**config.mk**
```make
export PLATFORM = sky130hd
export DESIGN_NAME = quickq_ring
export DESIGN_NICKNAME = d
export VERILOG_FILES = /design/src/rtl/quickq_ring_pkg.sv /design/src/rtl/mem2p_sw_sr.sv /design/src/rtl/quickq_ring_ctrl.sv /design/src/rtl/quickq_ring.sv
export SDC_FILE = /design/constraint.sdc
export NUM_CORES = 1
export LEC_CHECK = 0
export CELL_PAD_IN_SITES_DETAIL_PLACEMENT = 2
export CELL_PAD_IN_SITES_GLOBAL_PLACEMENT = 2
export CORE_ASPECT_RATIO = 0.8
export CORE_MARGIN = 3
export CORE_UTILIZATION = 50
export CTS_CLUSTER_SIZE = 12
export DETAILED_ROUTE_END_ITERATION = 8
export DONT_BUFFER_PORTS = 1
export PLACE_DENSITY = 0.79
export RECOVER_POWER = 100
export SYNTH_ARGS = -nofsm -noshare
export SYNTH_HDL_FRONTEND = slang
export SYNTH_HIERARCHICAL = 1
export SYNTH_SLANG_ARGS = --single-unit
```
**constraint.sdc**
```tcl
create_clock -name clk -period 6.62 [get_ports clk]
set_input_delay 0.331 -clock clk [delete_from_list [all_inputs] [get_ports clk]]
set_output_delay 0.331 -clock clk [all_outputs]
set_load 0.03 [all_outputs]
```
**src/rtl/quickq_ring_pkg.sv**
```systemverilog
// Shared constants and enums for the quickq_ring sorted priority queue.
package quickq_ring_pkg;
  localparam int QQ_KEY_WIDTH = 8;
  localparam int QQ_VAL_WIDTH = 8;
  localparam int QQ_CAPACITY  = 16;

  typedef enum logic [2:0] {QQ_IDLE, QQ_SCAN, QQ_PLACE, QQ_REFRESH, QQ_LOAD} qq_state_e;
  typedef enum logic [1:0] {WSEL_IN, WSEL_TMP, WSEL_DOUT} qq_wsel_e;
endpackage

```
**src/rtl/mem2p_sw_sr.sv**
```systemverilog
// Two-port RAM: one synchronous write port, one registered read port.
module mem2p_sw_sr #(
  parameter  int DEPTH = 16,
  parameter  int WIDTH = 16,
  localparam int AW    = $clog2(DEPTH)
) (
  input  logic             clk,
  input  logic             we_i,
  input  logic [AW-1:0]    waddr_i,
  input  logic [WIDTH-1:0] wdata_i,
  input  logic [AW-1:0]    raddr_i,
  output logic [WIDTH-1:0] rdata_o
);
  logic [WIDTH-1:0] mem_q [DEPTH];

  always_ff @(posedge clk) begin
    if (we_i) mem_q[waddr_i] <= wdata_i;
    rdata_o <= mem_q[raddr_i];
  end
endmodule

```
**src/rtl/quickq_ring_ctrl.sv**
```systemverilog
// FSM and ring pointers for quickq_ring; drives RAM addresses and datapath strobes.
module quickq_ring_ctrl
  import quickq_ring_pkg::*;
#(
  parameter  int CAPACITY = QQ_CAPACITY,
  localparam int PW       = $clog2(CAPACITY),
  localparam int SW       = $clog2(CAPACITY + 1)
) (
  input  logic          clk,
  input  logic          rst,
  input  logic          enq_i,
  input  logic          deq_i,
  input  logic          beats_i,
  output logic          busy_o,
  output logic          full_o,
  output logic          empty_o,
  output logic          drop_o,
  output logic [SW-1:0] size_o,
  output logic          we_o,
  output logic [PW-1:0] waddr_o,
  output logic [PW-1:0] raddr_o,
  output logic [1:0]    wsel_o,
  output logic          tmp_ld_o,
  output logic          out_ld_o
);
  qq_state_e     state_q, state_d;
  logic [PW-1:0] head_q, head_d, tail_q, tail_d, ptr_q, ptr_d;
  logic [SW-1:0] size_q, size_d;
  logic          rep_q, rep_d, drop_q, drop_d;
  logic          full_w, empty_w;

  function automatic logic [PW-1:0] inc(input logic [PW-1:0] p);
    return (p == PW'(CAPACITY - 1)) ? '0 : p + PW'(1);
  endfunction

  function automatic logic [PW-1:0] dec(input logic [PW-1:0] p);
    return (p == '0) ? PW'(CAPACITY - 1) : p - PW'(1);
  endfunction

  assign full_w  = (size_q == SW'(CAPACITY));
  assign empty_w = (size_q == '0);

  always_comb begin
    state_d  = state_q;
    head_d   = head_q;
    tail_d   = tail_q;
    ptr_d    = ptr_q;
    size_d   = size_q;
    rep_d    = rep_q;
    drop_d   = 1'b0;
    we_o     = 1'b0;
    waddr_o  = tail_q;
    raddr_o  = head_q;
    wsel_o   = WSEL_IN;
    tmp_ld_o = 1'b0;
    out_ld_o = 1'b0;
    unique case (state_q)
      QQ_IDLE: begin
        // Prefetch the tail entry so the first scan compare is ready next cycle.
        raddr_o = dec(tail_q);
        if (enq_i && deq_i && !empty_w) begin
          head_d = inc(head_q);
          rep_d  = 1'b1;
          if (size_q == SW'(1)) begin
            we_o    = 1'b1;
            tail_d  = inc(tail_q);
            state_d = QQ_REFRESH;
          end else begin
            tmp_ld_o = 1'b1;
            ptr_d    = dec(tail_q);
            state_d  = QQ_SCAN;
          end
        end else if (enq_i && !full_w) begin
          rep_d = 1'b0;
          if (empty_w) begin
            we_o    = 1'b1;
            tail_d  = inc(tail_q);
            size_d  = size_q + SW'(1);
            state_d = QQ_REFRESH;
          end else begin
            tmp_ld_o = 1'b1;
            ptr_d    = dec(tail_q);
            state_d  = QQ_SCAN;
          end
        end else if (deq_i && !empty_w) begin
          head_d  = inc(head_q);
          size_d  = size_q - SW'(1);
          state_d = (size_q == SW'(1)) ? QQ_IDLE : QQ_REFRESH;
        end else if (enq_i && full_w) begin
          drop_d = 1'b1;
        end
      end
      QQ_SCAN: begin
        we_o    = 1'b1;
        waddr_o = inc(ptr_q);
        if (beats_i) begin
          wsel_o = WSEL_DOUT;
          if (ptr_q == head_q) begin
            state_d = QQ_PLACE;
          end else begin
            ptr_d   = dec(ptr_q);
            raddr_o = dec(ptr_q);
          end
        end else begin
          wsel_o  = WSEL_TMP;
          tail_d  = inc(tail_q);
          size_d  = rep_q ? size_q : size_q + SW'(1);
          state_d = QQ_REFRESH;
        end
      end
      QQ_PLACE: begin
        we_o    = 1'b1;
        waddr_o = head_q;
        wsel_o  = WSEL_TMP;
        tail_d  = inc(tail_q);
        size_d  = rep_q ? size_q : size_q + SW'(1);
        state_d = QQ_REFRESH;
      end
      QQ_REFRESH: begin
        raddr_o = head_q;
        state_d = QQ_LOAD;
      end
      QQ_LOAD: begin
        out_ld_o = 1'b1;
        state_d  = QQ_IDLE;
      end
      default: state_d = QQ_IDLE;
    endcase
  end

  always_ff @(posedge clk) begin
    if (!rst) begin
      state_q <= QQ_IDLE;
      head_q  <= '0;
      tail_q  <= '0;
      ptr_q   <= '0;
      size_q  <= '0;
      rep_q   <= 1'b0;
      drop_q  <= 1'b0;
    end else begin
      state_q <= state_d;
      head_q  <= head_d;
      tail_q  <= tail_d;
      ptr_q   <= ptr_d;
      size_q  <= size_d;
      rep_q   <= rep_d;
      drop_q  <= drop_d;
    end
  end

  assign busy_o  = (state_q != QQ_IDLE);
  assign full_o  = full_w;
  assign empty_o = empty_w;
  assign drop_o  = drop_q;
  assign size_o  = size_q;
endmodule

```
**src/rtl/quickq_ring.sv**
```systemverilog
// Sorted priority queue in a circular RAM: O(1) dequeue, insertion-sort enqueue.
module quickq_ring
  import quickq_ring_pkg::*;
#(
  parameter int KEY_WIDTH = QQ_KEY_WIDTH,
  parameter int VAL_WIDTH = QQ_VAL_WIDTH,
  parameter int CAPACITY  = QQ_CAPACITY,
  parameter int MAX_FIRST = 0
) (
  input  logic                           clk,
  input  logic                           rst,
  input  logic                           enq,
  input  logic                           deq,
  input  logic [KEY_WIDTH-1:0]           key_in,
  input  logic [VAL_WIDTH-1:0]           val_in,
  output logic [KEY_WIDTH-1:0]           key_out,
  output logic [VAL_WIDTH-1:0]           val_out,
  output logic                           full,
  output logic                           empty,
  output logic                           busy,
  output logic [$clog2(CAPACITY+1)-1:0]  size,
  output logic                           drop
);
  localparam int PW = $clog2(CAPACITY);

  typedef struct packed {
    logic [KEY_WIDTH-1:0] key;
    logic [VAL_WIDTH-1:0] val;
  } kv_t;

  kv_t           kvi, dout, wdata, tmp_q, out_q;
  logic          beats, we, tmp_ld, out_ld;
  logic [PW-1:0] waddr, raddr;
  logic [1:0]    wsel;

  assign kvi = '{key: key_in, val: val_in};

  // Strict compare keeps equal keys in arrival order.
  assign beats = (MAX_FIRST != 0) ? (tmp_q.key > dout.key) : (tmp_q.key < dout.key);

  always_comb begin
    wdata = kvi;
    if (wsel == WSEL_TMP)  wdata = tmp_q;
    if (wsel == WSEL_DOUT) wdata = dout;
  end

  quickq_ring_ctrl #(.CAPACITY(CAPACITY)) u_ctrl (
    .clk      (clk),
    .rst      (rst),
    .enq_i    (enq),
    .deq_i    (deq),
    .beats_i  (beats),
    .busy_o   (busy),
    .full_o   (full),
    .empty_o  (empty),
    .drop_o   (drop),
    .size_o   (size),
    .we_o     (we),
    .waddr_o  (waddr),
    .raddr_o  (raddr),
    .wsel_o   (wsel),
    .tmp_ld_o (tmp_ld),
    .out_ld_o (out_ld)
  );

  mem2p_sw_sr #(.DEPTH(CAPACITY), .WIDTH(KEY_WIDTH + VAL_WIDTH)) u_mem (
    .clk     (clk),
    .we_i    (we),
    .waddr_i (waddr),
    .wdata_i (wdata),
    .raddr_i (raddr),
    .rdata_o (dout)
  );

  always_ff @(posedge clk) begin
    if (!rst) begin
      tmp_q <= '0;
      out_q <= '0;
    end else begin
      if (tmp_ld) tmp_q <= kvi;
      if (out_ld) out_q <= dout;
    end
  end

  assign key_out = out_q.key;
  assign val_out = out_q.val;
endmodule

```
==> results.md <==
Cells and area:
- The final standard cell utilization of the core is ~56%.
- The final non-filler cell area is approximately 0.015 mm2.
- Leaving out fill and tap cells, the most frequent cell in the layout is edfxtp_1.
- The count of nets after finishing is ~900.
- The number of antenna diodes in the final layout is 0.
- The synthesis-to-finish area growth is 10.4%.
- The number of fill cells is between 2000 and 2500.
- Summing all multi-input logic gate instances after layout gives a little over 0.004 mm2.
- In the layout the commonest cells are edfxtp_1 (256), dfxtp_1 (70), mux4_2 (54).
- The fraction of final layout cells with drive strength greater than 1 is between 10 and 15%.
- The total area of sequential cells is around 0.0091 mm2.

Die:
- The core region is between 0.02 and 0.03 mm2.
- The initial utilization of the core area, before any placement, comes to 51.2%.
- The number of top-level design ports is 45.
- The floorplan die area is around 0.029 mm2.
- Measured along the y axis, the die boundary spans 153 um.
- The width of the chip is between 150 and 200 um.
- The placement row count is between 50 and 60.

Run status:
- The checks that failed: capacitance limit, slew limit.
- The run finished, with violations left.

Route:
- The pre-antenna-repair detailed-routing pass consisted of 6 iterations.
- For this block, the routed nets add up to roughly 46 mm of wire.
- Across all layers, the routed design uses ~8400 vias.
- After detailed routing, the number of remaining DRC violations is 0.
- Once detail routing completed, the nets flagged for antenna violations numbered 0.
- In this run, the number of DRC markers left after iteration 0 of detailed routing was ~940.
- The average wire per cell in the routed design is roughly 37 um.
- The via density per instance is between 6 and 7.

Synth:
- A synthesized cell averages between 15 and 20 um2.
- The synthesized-area fraction occupied by adder cells is 1.48%.
- The number of nets handed over by synthesis was just under 900.
- The number of synthesized flops with an enable pin is 256.
- The post-synthesis simple-gate area fraction is 7.65%.
- After synthesis, the netlist uses 70 different library cells.
- Summing the areas of all compound-gate instances in the mapped netlist gives under 10% of the synthesized area.
- After Yosys synthesis, XOR and XNOR cells account for less than 1% of the synthesized area.
- During synthesis, Yosys emitted a total of 6 warnings.
- By area, the combinational part of the netlist is dominated by multiplexers.
- In the post-synthesis netlist, the biggest area contributors are edfxtp_1 (57%), dfxtp_1 (10%), mux4_2 (9.0%).
- The largest area contributor in the netlist is edfxtp_1.
- The mux share of post-synthesis cell area is 14.1%.
- Synthesis inferred between 300 and 400 register bits.
- The gate count of the mapped netlist is between 800 and 900.
- For this run, the leading register cell type out of synthesis is edfxtp_1.
- The share of the synthesized area in the top cell type is a little under three fifths.
- The async set-reset flop share out of synthesis is 0%.
- The sequential-to-total area share from yosys stat is between 60% and 70%.
- The cell area after synthesis is about 0.014 mm2.

Critical path:
- Setup slack on the worst reg-to-reg path comes out at 1030 ps.
- The worst setup path is captured at a register.
- The startpoint-to-endpoint class of the critical path is register to register.
- The endpoint of the worst register-to-register path is u_mem/mem_q[15][9]$_DFFE_PP_.
- At the worst endpoint, the arrival time is 5670 ps.
- The worst register-to-register path begins at u_mem/rdata_o[10]$_DFF_P_.
- The cell count of the worst reg-to-reg path is 11.
- For the worst setup path, the data required time is around 6700 ps.
- The largest fanout on the critical path is 16.
- The worst setup path is launched from a register.

Timing:
- The worst relative slew slack is -52.3%.
- Setup repair after global routing left no endpoint under its margin.
- The final worst-path cycle share is 84.4%.
- At the pin with the least slew margin, the transition time is 2260 ps.
- The max-slew violation count is 213.
- The final count of negative-setup-slack endpoints is 0.
- The achievable frequency is between 150 and 200 MHz.
- The number of hold violations in the final report came to 0.
- In the final timing run, aggregate negative setup slack is 0 ps.
- The worst path needs 5590 ps of the cycle, external delays included.
- The worst clock skew is 44.7 ps.

Placed design:
- The congestion estimate from routability-driven global placement came to about 0.83.
- The HPWL after detailed placement is between 20 and 30 mm.
- The cell area after placement is around 0.014 mm2.
- The quantity of I/O buffers inserted on ports is 0.

Hold path:
- The worst hold path startpoint is val_in[4].
- The path with the worst hold slack has its endpoint at tmp_q[4]$_SDFFE_PN0P_.
- The path class of the lowest-slack min-delay path is input pin to register.
- The depth of the worst hold-timing path is 2.

CTS:
- In this run the post-CTS setup repair buffer count came out at 0.
- The later pin in the worst-skew pair is clocked with a latency of approximately 550 ps.
- No sink is reached through more buffers than the 3 on the longest clock path.
- Clock-pin slew was measured on the worst setup and hold paths at roughly 60 ps.
- The number of clock buffers added by TritonCTS is 35.
- The number of sinks on the clock net is 326.
- TritonCTS built the clock tree.
- The H-tree generated during clock tree synthesis spans 2 levels.
- The tree is rooted in a clkbuf_16.

Global routing:
- The total overflow left after global routing is 0.
- The number of global-route vias before repair is roughly 9000.
- The first global-routing pass estimated between 60 and 70 mm of wire.
- Global routing consumed, over all layers together, 32.2% of the routing resources.
- The initial antenna violation count was 4.
- Entering global routing, the biggest net connects between 50 and 60 pins.

Job:
- The tool flagged a number of max-cap violations equal to 14.
==> cells by family after synthesis <==
family	after synthesis
compound gates	116
xor+xnor	12
fa+ha+maj	16
buf+inv	68
flops	326
mux	107
simple gates	195
==> worst max-delay path, stage by stage, from the launching register on <==
cell and delay, ps:
dfxtp_1 370, inv_1 60, ha_1 320, a211oi_1 250, o21ai_0 140, a41oi_1 510
and4bb_1 520, or3_1 240, inv_1 120, xor2_1 1200, nor2_1 170, nor2_1 1240
==> state kept, by name (all words and copies together), names as in the netlist <==
register and cells:
u_ctrl/size_o 5, tmp_q 16, key_out 8, val_out 8, u_ctrl/head_q 4, u_mem/rdata_o 16, u_ctrl/ptr_q 4, u_ctrl/rep_q 1
u_ctrl/drop_o 1, u_ctrl/state_q 3, u_ctrl/tail_q 4, u_mem/mem_q 256
==> how the worst max path moves through the flow <==
| stage | startpoint | end | cells after the start |
|---|---|---|---|
| final | u_mem/rdata_o[10]$_DFF_P_ | u_mem/mem_q[15][9]$_DFFE_PP_ | 11 |
| after global routing | u_mem/rdata_o[10]$_DFF_P_ | u_mem/mem_q[14][9]$_DFFE_PP_ | 11 |
| after CTS | u_mem/rdata_o[10]$_DFF_P_ | u_mem/rdata_o[2]$_DFF_P_ | 12 |
| after detailed placement | u_mem/rdata_o[10]$_DFF_P_ | u_mem/rdata_o[2]$_DFF_P_ | 12 |
| after global placement | u_mem/rdata_o[10]$_DFF_P_ | u_mem/rdata_o[10]$_DFF_P_ | 12 |
| after floorplan | u_ctrl/size_o[0]$_SDFFE_PN0P_ | u_mem/mem_q[0][0]$_DFFE_PP_ | 6 |
==> routing by layer <==
metal / vias up / global-route usage (%) / share of wire (%)
li1: 3319 / - / -
met1: 4411 / 43.2 / 39
met3: 137 / 6.88 / 9.1
met4: 2 / 13.2 / 4.7
met2: 493 / 51.7 / 47
met5: - / 0 / 0.028
==> cell usage after synthesis, types with 3 or more instances <==
cell type and instances:
nor3_1 9, clkbuf_1 22, xor2_1 6, mux2i_1 42, o22ai_1 18, nor3b_1 4
buf_1 4, nand2b_1 9, ha_1 16, nand3_1 6, dfxtp_1 70, buf_6 8
o21ai_0 10, a31oi_1 6, nor2b_1 43, xnor2_1 5, a21boi_0 4, buf_4 7
nand2_1 42, and2_1 5, edfxtp_1 256, mux4_2 54, a22oi_1 34, inv_1 17
nor2_1 43, nor2_2 12, mux4_1 10, a21oi_1 13, or3_1 5, o221ai_1 3
buf_2 8
==> stage by stage <==
step | hold slack (ps) | setup WS (ps) | cells
finish | 8.25 | 1030 | 1242
CTS | 0.791 | 1820 | 1242
global placement | 430 | 2380 | 1169
floorplan | 459 | 2820 | 840
detailed placement | 432 | 1980 | 1169
global route | 6.94 | 947 | 1242
==> what timing repair did <==
action                                 in CTS  in global routing
endpoints found under the hold margin      52                  0
gates resized for setup                     0                  0
hold buffers                               13                  0
==> layout make-up <==
type	count	share of cell area [%]
Clock inverter	8	0.218
Timing Repair Buffer	34	1.57
Multi-Input combinational cell	446	27.2
Clock buffer	52	6.77
Tap cell	357	2.99
Inverter	19	0.486
Sequential cell	326	60.8
Power is not shown: default switching activity piles up to over one toggle a cycle in this logic, so the estimate is an artifact.
